<file path="src/rtl/alu_md.sv">
// alu_md: execute-stage ALU with valid/ready handshake and a registered result.
// Define ALU_MULDIV_EN to build the iterative RV32M multiply/divide unit.
module alu_md #(
  parameter int DATA_WIDTH    = 32,
  parameter int OPCODE_LENGTH = 5
) (
  input  logic                     clk,
  input  logic                     reset,
  input  logic                     flush,
  input  logic                     in_valid,
  output logic                     in_ready,
  input  logic [DATA_WIDTH-1:0]    SrcA,
  input  logic [DATA_WIDTH-1:0]    SrcB,
  input  logic [OPCODE_LENGTH-1:0] Operation,
  output logic                     out_valid,
  input  logic                     out_ready,
  output logic [DATA_WIDTH-1:0]    ALUResult
);
  localparam int W  = DATA_WIDTH;
  localparam int SW = $clog2(DATA_WIDTH);

  typedef enum logic [1:0] {IDLE, BUSY, HOLD} state_t;
  state_t state, state_nxt;

  logic          accept, fast, done;
  logic [W-1:0]  base_res, fast_res;
  logic [SW-1:0] shamt;

  assign accept = in_valid & in_ready;
  assign shamt  = SrcB[SW-1:0];

  always_comb begin
    base_res = '0;
    case (Operation[3:0])
      4'd0:        base_res = SrcA & SrcB;
      4'd1:        base_res = SrcA | SrcB;
      4'd2:        base_res = SrcA + SrcB;
      4'd3:        base_res = SrcA ^ SrcB;
      4'd4:        base_res = SrcA << shamt;
      4'd5:        base_res = SrcA >> shamt;
      4'd6:        base_res = SrcA - SrcB;
      4'd7:        base_res = $signed(SrcA) >>> shamt;
      4'd8:        base_res = {{(W-1){1'b0}}, SrcA == SrcB};
      4'd9, 4'd12: base_res = {{(W-1){1'b0}}, $signed(SrcA) < $signed(SrcB)};
      4'd10:       base_res = {{(W-1){1'b0}}, $signed(SrcA) >= $signed(SrcB)};
      4'd11:       base_res = {{(W-1){1'b0}}, SrcA != SrcB};
      4'd13:       base_res = {{(W-1){1'b0}}, SrcA < SrcB};
      default:     base_res = '0;
    endcase
  end

`ifdef ALU_MULDIV_EN
  typedef struct packed {
    logic [2:0] op;
    logic       neg;
  } mctx_t;

  localparam logic [W-1:0]  MIN     = {1'b1, {(W-1){1'b0}}};
  localparam logic [SW-1:0] ITER_LD = SW'(W-1);

  mctx_t           ctx;
  logic [2*W-1:0]  acc, acc_nxt, prod;
  logic [W-1:0]    opnd, mag_a, mag_b, dval, it_res;
  logic [W:0]      sum, shifted, diff;
  logic [SW-1:0]   iter;
  logic            is_div, sgn_a, sgn_b, neg_a, neg_b, b_zero, ovf;

  // MUL is run as signed x signed; its low half matches the unsigned product.
  assign is_div = Operation[2];
  assign sgn_a  = is_div ? !Operation[0] : (Operation[1:0] != 2'b11);
  assign sgn_b  = is_div ? !Operation[0] : !Operation[1];
  assign neg_a  = sgn_a & SrcA[W-1];
  assign neg_b  = sgn_b & SrcB[W-1];
  assign mag_a  = neg_a ? -SrcA : SrcA;
  assign mag_b  = neg_b ? -SrcB : SrcB;
  assign b_zero = (SrcB == '0);
  assign ovf    = !Operation[0] & (SrcA == MIN) & (SrcB == '1);
  assign fast   = !Operation[4] | Operation[3] | (is_div & (b_zero | ovf));
  assign done   = (state == BUSY) & (iter == '0);

  always_comb begin
    fast_res = base_res;
    if (Operation[4]) begin
      fast_res = '0;
      if (!Operation[3] && is_div) begin
        if (b_zero)   fast_res = Operation[1] ? SrcA : '1;
        else if (ovf) fast_res = Operation[1] ? '0 : MIN;
      end
    end
  end

  // acc holds {hi, lo}: product accumulator for multiply, {remainder, quotient} for divide.
  always_comb begin
    sum     = {1'b0, acc[2*W-1:W]} + (acc[0] ? {1'b0, opnd} : '0);
    shifted = {acc[2*W-1:W], acc[W-1]};
    diff    = shifted - {1'b0, opnd};
    if (ctx.op[2])
      acc_nxt = diff[W] ? {shifted[W-1:0], acc[W-2:0], 1'b0}
                        : {diff[W-1:0], acc[W-2:0], 1'b1};
    else
      acc_nxt = {sum, acc[W-1:1]};
    prod = ctx.neg ? -acc_nxt : acc_nxt;
    dval = ctx.op[1] ? acc_nxt[2*W-1:W] : acc_nxt[W-1:0];
    if (ctx.op[2]) it_res = ctx.neg ? -dval : dval;
    else           it_res = (ctx.op[1:0] == 2'b00) ? prod[W-1:0] : prod[2*W-1:W];
  end

  always_ff @(posedge clk) begin
    if (reset) begin
      iter <= '0;
      ctx  <= '0;
      acc  <= '0;
      opnd <= '0;
    end else if (accept && !fast) begin
      iter <= ITER_LD;
      ctx  <= '{op: Operation[2:0], neg: (is_div & Operation[1]) ? neg_a : (neg_a ^ neg_b)};
      acc  <= {{W{1'b0}}, is_div ? mag_a : mag_b};
      opnd <= is_div ? mag_b : mag_a;
    end else if (state == BUSY) begin
      acc  <= acc_nxt;
      iter <= iter - 1'b1;
    end
  end
`else
  assign fast     = 1'b1;
  assign done     = 1'b0;
  assign fast_res = Operation[4] ? '0 : base_res;
`endif

  always_ff @(posedge clk) begin
    if (reset)               ALUResult <= '0;
    else if (accept && fast) ALUResult <= fast_res;
`ifdef ALU_MULDIV_EN
    else if (done && !flush) ALUResult <= it_res;
`endif
  end

  always_ff @(posedge clk) begin
    if (reset || flush) state <= IDLE;
    else                state <= state_nxt;
  end

  always_comb begin
    state_nxt = state;
    case (state)
      IDLE:    if (accept) state_nxt = fast ? HOLD : BUSY;
`ifdef ALU_MULDIV_EN
      BUSY:    if (done) state_nxt = HOLD;
`endif
      HOLD: begin
        if (accept)         state_nxt = fast ? HOLD : BUSY;
        else if (out_ready) state_nxt = IDLE;
      end
      default: state_nxt = IDLE;
    endcase
  end

  always_comb begin
    in_ready  = !reset && !flush && ((state == IDLE) || ((state == HOLD) && out_ready));
    out_valid = (state == HOLD);
  end
endmodule

</file>
<file path="config.mk">
export PLATFORM = sky130hd
export DESIGN_NAME = alu_md
export DESIGN_NICKNAME = d
export VERILOG_FILES = /design/src/rtl/alu_md.sv
export SDC_FILE = /design/constraint.sdc
export NUM_CORES = 1
export LEC_CHECK = 0
export BUFFER_PORTS_ARGS = -buffer_cell sky130_fd_sc_hd__buf_2
export CORE_MARGIN = 5
export CORE_UTILIZATION = 50
export CTS_CLUSTER_DIAMETER = 60
export DETAILED_ROUTE_END_ITERATION = 10
export PLACE_DENSITY = 0.72
export SYNTH_ARGS = -nofsm -noshare
export SYNTH_HDL_FRONTEND = slang
export SYNTH_SLANG_ARGS = --single-unit
</file>
<file path="constraint.sdc">
create_clock -name clk -period 4.2 [get_ports clk]
set_clock_uncertainty 0.05 [all_clocks]
set_input_delay 0.84 -clock clk [delete_from_list [all_inputs] [get_ports clk]]
set_output_delay 0.84 -clock clk [all_outputs]
set_load 0.02 [all_outputs]
</file>
## Word-level counts from Yosys, hierarchy flattened

Index checks and enable logic that the tools add are counted.
Widths: inputs -> output; s select.

| word-level totals | value |
|---|---|
| register bits after elaboration | 34 |
| input port bits | 74 |

| cells by class | value |
|---|---|
| add/sub/neg operators | 2 |
| magnitude comparators | 3 |
| equality and inequality tests | 18 |
| shift operators | 3 |
| muxes and demuxes | 6 |
| bitwise logic cells | 4 |
| reductions and logical operators | 11 |

Operator list:

| cell | number |
|---|---|
| $pmux 32 s13 | 1 |
| $lt 32x32->1 | 2 |
| $add 32x32->32 | 1 |
| $and 32x32->32 | 1 |
| $eq 32x32->1 | 1 |
| $ge 32x32->1 | 1 |
| $mux 32 | 1 |
| $ne 32x32->1 | 1 |
| $or 32x32->32 | 1 |
| $shl 32x5->32 | 1 |
| $shr 32x5->32 | 1 |
| $sshr 32x5->32 | 1 |
| $sub 32x32->32 | 1 |
| $xor 32x32->32 | 1 |
| $eq 4x4->1 const B | 6 |
| $eq 4x3->1 const B | 4 |
| $eq 4x2->1 const B | 2 |
| $mux 2 | 3 |
| $eq 4x1->1 const B | 1 |
| $logic_not 4->1 | 1 |
| $pmux 2 s2 | 1 |
| $logic_and 1x1->1 | 3 |
| $ne 3x1->1 const B | 1 |
| $eq 2x2->1 const B | 1 |
| other kinds (7) | 9 |

## Depth between registers and ports, before layout

Gate-level depths: netlist (run 1).

| logic depth | value |
|---|---|
| depth after elaboration | 7 |
| gate-level depth with buffers | 16 |
| depth with buffers taken out | 13 |

## Least setup slack after synthesis (run 1)

Ideal clock, no wire load.

| timing path | value |
|---|---|
| kind | input to register |
| start point | input port SrcB[3] |
| end point | register ALUResult[30] |
| library setup time | 0.062 ns |
| arrival | 4.005 ns |
| required time | 4.088 ns |
| path slack | 0.084 ns |
| stages | 16 |
| buffers on the path | 5 |
| cell sequence | clkbuf_1 inv_2 buf_2 buf_2 buf_1 ha_1 buf_2 o21ai_1 o21ai_1 o31ai_2 o41ai_1 o31a_1 a31oi_1 o221ai_1 a2111o_1 nand3_1 |

| between the ends | value |
|---|---|
| longest elaborated chain between the ends | 3 |
| elaborated cells on any way between the ends | 7 |

Ends and longest elaborated chain:

| what | RTL line | source |
|---|---|---|
| from (decl) | 13 | `input logic [DATA_WIDTH-1:0] SrcB,` |
| $sub 32x32->32 (tied with other cells) | 41 | `4'd6: base_res = SrcA - SrcB;` |
| $pmux 32 s13 * | 34 | `case (Operation[3:0])` |
| $mux 32 * | 127 | `assign fast_res = Operation[4] ? '0 : base_res;` |
| to (signal assigned) | 132 | `else if (accept && fast) ALUResult <= fast_res;` |
| to (decl) | 17 | `output logic [DATA_WIDTH-1:0] ALUResult` |

Mark *: on every way between the ends. The rest lies on a longest branch, timed or not.
A chain may end at the register's enable or synchronous reset.

## Final worst setup path (run 1)

| timing path | value |
|---|---|
| start point | input port SrcB[0] |
| end point | register ALUResult[6] |

Same word-level chain as after synthesis.

==> summary.md, run 1 <==
| Metric | Value |
|---|---|
| GRT overflow | `0` |
| Crit end category | `register` |
| Synth top cells by count | `nand2_1 (163), nor2_1 (130), a21oi_1 (129), ha_1 (98), inv_1 (94)` |
| Clock sinks | `33` |
| Predominant post-synthesis flop cell | `dfxtp_1` |
| Fillers | `2152` |
| Cell accounting for the most synthesized area | `ha_1` |
| Antenna fix cells | `0` |
| Synthesized area | `0.01062 sq mm` |
| Cells after Synth | `1519` |
| Fin area | `about 0.012 sq mm` |
| Chip Height | `155.8 um` |
| Final Power | `2.335 mW` |
| Most common cell in the netlist | `nand2_1` |
| Final hold vios | `0` |
| Synthesis-to-layout area growth | `11.76%` |
| Post-DP HPWL | `around 43 mm` |
| VDD IR max | `128.9 uV` |
| Number of global-route vias before repair | `about 12000` |
| Multi-input gate area in the final layout | `0.009041 sq mm` |
| EDFF count, synth | `0` |
| P_leak | `5.148 nW` |
| Synth Area per Inst | `6.992 sq um` |
| Count of cell types in the netlist | `between 90 and 100` |
| Hold crit path type | `reg -> reg` |
| Max Slew Vio Count | `0` |
| Status | `completed` |
| WL final | `between 50 and 60 mm` |
| Yosys top cell area share | `11.54%` |
| Wire length of the first global-routing pass | `78.85 mm` |
| Arrival time worst endpoint | `4.04 ns` |
| Starting Density | `50.69%` |
| Final std cells w/o fill | `1883` |
| Post-synth net total | `1693` |
| Worst-skew pair later-pin latency | `~0.29 ns` |
| RSZ-0062 raised after global routing | `no` |
| Critical path class | `in -> reg` |
| Cell row count | `53` |
| First-pass iteration count of the detailed router | `6` |
| Final setup vio count | `0` |
| RR Endpoint | `ALUResult[24]$_SDFFE_PP0P_` |
| GRT Total Usage | `42.64%` |
| Die area | `between 0.02 and 0.025 sq mm` |
| PostCTS Resize Cnt | `0` |
| Min-delay src | `ALUResult[22]$_SDFFE_PP0P_` |
| Clock root buffer | `clkbuf_16` |
| Nets | `roughly 1800` |
| Critical R2R Launch | `state[1]$_SDFFE_PN0P_` |
| # DRC | `0` |
| Share of layout cells above drive strength 1 | `about 18%` |
| Initial antenna violation count | `1` |
| F_max | `255.4 MHz` |
| Via density per instance | `~7.1` |
| Register area | `~660 sq um` |
| Post-CTS setup repair buffer count | `0` |
| Worst R2R Setup Slack | `1.91 ns` |
| Worst Setup Start Kind | `input pin` |
| Minimum clock period | `about 3.9 ns` |
| Cell Pwr Density | `~200 mW/mm^2` |
| Total CTS buffers | `5` |
| Io pins | `108` |
| Gpl congestion | `1.093` |
| H-tree depth | `2` |
| Cts hold-fix bufs | `0` |
| Setup TNS | `0 ns` |
| Share of the yosys chip area belonging to registers | `6.220%` |
| Placed Area | `about 0.012 sq mm` |
| Worst-case reg-to-reg path depth | `9` |
| Top cells by area, synth | `ha_1 (12%), mux4_2 (7.6%), mux2i_1 (6.8%), dfxtp_1 (6.2%), a21oi_1 (6.1%)` |
| Chip width | `155.8 um` |
| Routed WL per cell | `28.55 um` |
| Warnings, synthesis | `0` |
| Largest net degree at the start of global routing | `74` |
| Clk slew on worst S/H paths | `0.06 ns` |
| Vias | `~13000` |
| Max Buffers Root-to-Sink | `2` |
| Asr flop ratio synth | `0%` |
| Max Cap Violations | `0` |
| Hold Path Depth | `2` |
| I/O Buffers | `107` |
| Placed Cells | `about 1900` |
| #FFs+latches synth | `33` |
| TritonCTS clock tree | `yes` |
| WP data required | `between 4 and 5 ns` |
| Slew Limit Headroom | `44.06%` |
| Detail Route Antenna Nets | `0` |
| End of the worst hold path | `ALUResult[22]$_SDFFE_PP0P_` |
| Period utilisation layout | `between 90% and 100%` |
| Initial DRC count | `1763` |
| CP max FO | `73` |
| Total core area | `0.02096 sq mm` |
| Slew @ Worst Pin | `0.8359 ns` |
where the power goes:
group | switching, mW | internal, mW | total [mW]
registers | 0.00583 | 0.321 | 0.327
clock network | 0.176 | 0.282 | 0.458
logic | 1.01 | 0.542 | 1.55
state kept, by name (all words and copies together) (netlist names):
| name | cells |
|---|---|
| state | 1 |
| ALUResult | 32 |
cells by family after synthesis:
kind of cell | Yosys count | share of synthesized area [%]
muxes | 133 | 17.27
buffers and inverters | 220 | 8.717
AOI/OAI and AO/OA | 548 | 34.42
DFF | 33 | 6.220
xor gates and xnor gates | 9 | 0.7422
adders and majority gates | 100 | 11.92
and+or+nand+nor | 476 | 20.71
per-layer routing:
metal	vias up	global-route usage, %	wire [um]
li1	5872	-	-
met1	6172	54.94	20030
met2	1032	63.30	22320
met3	246	8.849	6450
met4	2	30.26	4940
met5	-	0	20
worst max-delay path by stage:
stage	startpoint	cells past startpoint	to
final	SrcB[0]	10	ALUResult[6]$_SDFFE_PP0P_
after global placement	SrcB[0]	10	ALUResult[6]$_SDFFE_PP0P_
after CTS	SrcB[0]	10	ALUResult[6]$_SDFFE_PP0P_
after global routing	SrcA[3]	12	ALUResult[26]$_SDFFE_PP0P_
after detailed placement	SrcB[0]	10	ALUResult[6]$_SDFFE_PP0P_
after floorplan	SrcB[3]	16	ALUResult[30]$_SDFFE_PP0P_
layout by cell type, fill, tap and decap left out, types with 9 or more instances in the layout:
cell type,count
nand2b_1,11
o21ai_0,78
nor4_1,24
a211o_1,12
a211oi_1,31
a21oi_1,129
o21bai_1,16
o22ai_1,22
o31ai_1,16
a22oi_1,23
ha_1,98
nor2b_1,10
a31oi_1,20
buf_4,91
inv_1,94
dfxtp_1,33
o21a_1,10
and2_1,12
nand3_1,31
buf_2,106
o211ai_1,23
nor3_1,44
mux2i_1,72
nor2_1,130
mux2_2,15
mux4_2,36
xnor2_1,9
o221ai_1,16
o21ai_1,43
a221o_1,9
nand2_1,163
cell type report:
cell class | instances | area share (%)
clock buffer | 5 | 1.054
tap | 275 | 2.899
inverter | 101 | 3.194
sequential | 33 | 5.566
clock inverter | 3 | 0.3900
multi-input combinational | 1266 | 76.17
timing repair buffer | 200 | 10.73
per-stage QoR:
stage / utilization (%) / hold WS (ns) / setup slack [ns]
after detailed placement: 55.83 / 0.3886 / 0.2259
final: 56.65 / 0.3946 / 0.2842
after global placement: 55.83 / 0.3824 / 0.2165
after global routing: 56.65 / 0.4303 / 0.2512
after CTS: 56.65 / 0.3972 / 0.5122
after floorplan: - / 0.4752 / 0.08391
worst max-delay path, cell delays in order:
cell and delay [ns]:
buf_4 0.12, buf_12 0.36, mux4_2 0.63, mux2i_1 0.29
nor2_1 0.09, a21oi_1 0.38, a211oi_1 0.26, a2111oi_0 0.71
buf_4 0.22, o21ai_1 0.05
Power figures use the tool's default switching activity.
==> inputs of run 2 (changes only) <==
- MAX_ROUTING_LAYER: unset -> met4
==> summary.md, run 2 (synthesis gave the netlist of run 1 again) <==
| Metric | Value |
|---|---|
| Cell Int Power | `1.090 mW (-4.8%)` |
| WL final | `54.59 mm (+1.5%)` |
| Arrival time worst endpoint | `3.94 ns (-0.10 ns)` |
| VDD IR max | `121.4 uV (-5.8%)` |
| TritonCTS clock tree | `yes` |
| Final hold slack | `0.3944 ns (-0.0001920 ns)` |
| Clock root buffer | `clkbuf_16` |
| Clock sinks | `33 (unchanged)` |
| Die area | `0.02426 sq mm (unchanged)` |
| Gpl congestion | `1.117 (+2.2%)` |
| Most common library cell in the layout ignoring fill and taps | `nand2_1` |
| Initial antenna violation count | `1 (unchanged)` |
| Post-CTS setup repair buffer count | `0 (unchanged)` |
| Vias | `13640 (+2.4%)` |
| Synthesis-to-layout area growth | `12.43%` |
| Logic gate share of total power | `68.7% (+2.3 points)` |
| Clk slew on worst S/H paths | `0.06 ns (about the same)` |
| I/O Buffers | `107 (unchanged)` |
| Number of global-route vias before repair | `12770 (+2.6%)` |
| Slew Limit Headroom | `46.75% (+2.7 points)` |
| Detail Route Antenna Nets | `0 (unchanged)` |
| Starting Density | `50.69% (unchanged)` |
| Period utilisation layout | `91.76% (-1.5 points)` |
| Worst-case reg-to-reg path depth | `8 (-1)` |
| Post-DP HPWL | `43.26 mm (+0.78%)` |
| Cell Pwr Density | `191.2 mW/mm^2 (-2.8%)` |
| GRT overflow | `0 (unchanged)` |
| Nets | `1794 (+0.73%)` |
| Most frequent cells in the layout | `nand2_1 (163), nor2_1 (130), a21oi_1 (129)` |
| Slew @ Worst Pin | `0.7934 ns (-0.04257 ns)` |
| Largest net degree at the start of global routing | `59 (-20%)` |
| Switching Share | `52.24% (+1.3 points)` |
| Setup TNS | `0 ns (unchanged)` |
| RSZ-0062 raised after global routing | `no` |
| Max Buffers Root-to-Sink | `2 (unchanged)` |
| Hold Path Depth | `2 (unchanged)` |
| Routed WL per cell | `28.78 um (+0.80%)` |
| Initial DRC count | `1858 (+5.4%)` |
| Worst Setup Start Kind | `input pin` |
| Max Cap Violations | `0 (unchanged)` |
| Total core area | `0.02096 sq mm (unchanged)` |
| # DRC | `0 (unchanged)` |
| Critical R2R Launch | `state[1]$_SDFFE_PN0P_` |
| Total CTS buffers | `5 (unchanged)` |
| Psw | `1.192 mW (+0.18%)` |
| Fin area | `0.01194 sq mm (+0.60%)` |
| WP data required | `4.29 ns (-0.04 ns)` |
| Max reg flops | `32 (unchanged)` |
| Cell row count | `53 (unchanged)` |
| Hold crit path type | `reg -> reg` |
| Status | `completed` |
| Placed Area | `0.01180 sq mm (+0.83%)` |
| GRT Total Usage | `44.53% (+1.9 points)` |
| F_max | `259.5 MHz (+1.6%)` |
| Final setup vio count | `0 (unchanged)` |
| CP max FO | `5 (-93%)` |
| RR Endpoint | `ALUResult[24]$_SDFFE_PP0P_` |
| Pre-CTS setup slack | `0.2107 ns (-0.01520 ns)` |
| H-tree depth | `2 (unchanged)` |
| Reg with most FFs | `ALUResult` |
| Worst Setup Slack, final | `0.3460 ns (+0.06181 ns)` |
| PostCTS Resize Cnt | `0 (unchanged)` |
| First-pass iteration count of the detailed router | `6 (unchanged)` |
| End of the worst hold path | `ALUResult[3]$_SDFFE_PP0P_` |
| Wire length of the first global-routing pass | `80.35 mm (+1.9%)` |
| Largest registers | `ALUResult (32), state (1)` |
| Crit end category | `register` |
| Cts hold-fix bufs | `0 (unchanged)` |
| P_leak | `5.202 nW (+1.0%)` |
| Critical Path Source | `SrcA[0]` |
| Worst-skew pair later-pin latency | `0.29 ns (about the same)` |
| Clock power frac | `17.0% (-2.6 points)` |
| Max Slew Vio Count | `0 (unchanged)` |
| Chip width | `155.8 um (unchanged)` |
| Reg power frac | `14.3% (+0.3 points)` |
| Chip Height | `155.8 um (unchanged)` |
| Min-delay src | `ALUResult[3]$_SDFFE_PP0P_` |
| Worst R2R Setup Slack | `1.97 ns (+0.06 ns)` |
| Final hold vios | `0 (unchanged)` |
| Share of layout cells above drive strength 1 | `18.75% (+0.66 points)` |
| Via density per instance | `7.192 (+1.6%)` |
| Critical path class | `in -> reg` |
| Io pins | `108 (unchanged)` |
| Minimum clock period | `3.854 ns (-0.06181 ns)` |
[run 2: cell type report]
cell class / instances / area [sq um]
Tap cell: 275 / 344.1
Sequential cell: 33 / 660.6
Inverter: 101 / 379.1
Multi-Input combinational cell: 1266 / 9041
Clock buffer: 5 / 125.1
Antenna cell: 1 / 2.502
Fill cell: 2136 / 9014
Timing Repair Buffer: 213 / 1371
Clock inverter: 3 / 17.52
[run 2: metal layers]
metal / GRT usage (%) / vias to the layer above / part of all wire [%]
met5: - / - / 0
li1: - / 5904 / -
met3: 9.681 / 253 / 13
met1: 55.15 / 6347 / 37
met2: 66.41 / 1140 / 42
met4: 26.51 / 0 / 8.3
[run 2: worst max-delay path by stage]
stage	to	slack, ns	cells past startpoint
6_report	ALUResult[24]$_SDFFE_PP0P_	0.35	13
4_1_cts	ALUResult[24]$_SDFFE_PP0P_	0.48	13
5_1_grt	ALUResult[31]$_SDFFE_PP0P_	0.21	12
2_1_floorplan	ALUResult[30]$_SDFFE_PP0P_	0.08	16
3_5_place_dp	ALUResult[24]$_SDFFE_PP0P_	0.21	13
3_3_place_gp	ALUResult[29]$_SDFFE_PP0P_	0.30	12
[run 2: power groups by stage]
stage | Sequential (mW) | Combinational, mW | Clock [mW]
after floorplan | 0.341 | 0.925 | 0
after global placement | 0.333 | 1.48 | 0
after detailed placement | 0.333 | 1.49 | 0
after CTS | 0.326 | 1.50 | 0.384
after global routing | 0.327 | 1.64 | 0.399
final | 0.327 | 1.57 | 0.388
[run 2: metrics by stage]
| step | cells | power (mW) | util, % |
|---|---|---|---|
| after global placement | 1888 | 1.817 | 56.29 |
| after detailed placement | 1888 | 1.821 | 56.29 |
| after CTS | 1896 | 2.207 | 56.97 |
| after global routing | 1897 | 2.363 | 56.99 |
| after floorplan | 1519 | 1.266 | - |
| final | 1897 | 2.283 | 56.99 |
[run 2: worst max-delay path, stage by stage]
cell and delay, ns:
buf_2 0.14, inv_1 0.09, ha_1 0.19, inv_1 0.06
fa_1 0.40, nor2b_1 0.16, o21ai_0 0.45, a311oi_1 0.17
a211o_1 0.34, and4_1 0.25, o21a_1 0.25, a2111oi_0 0.50
a211oi_1 0.10
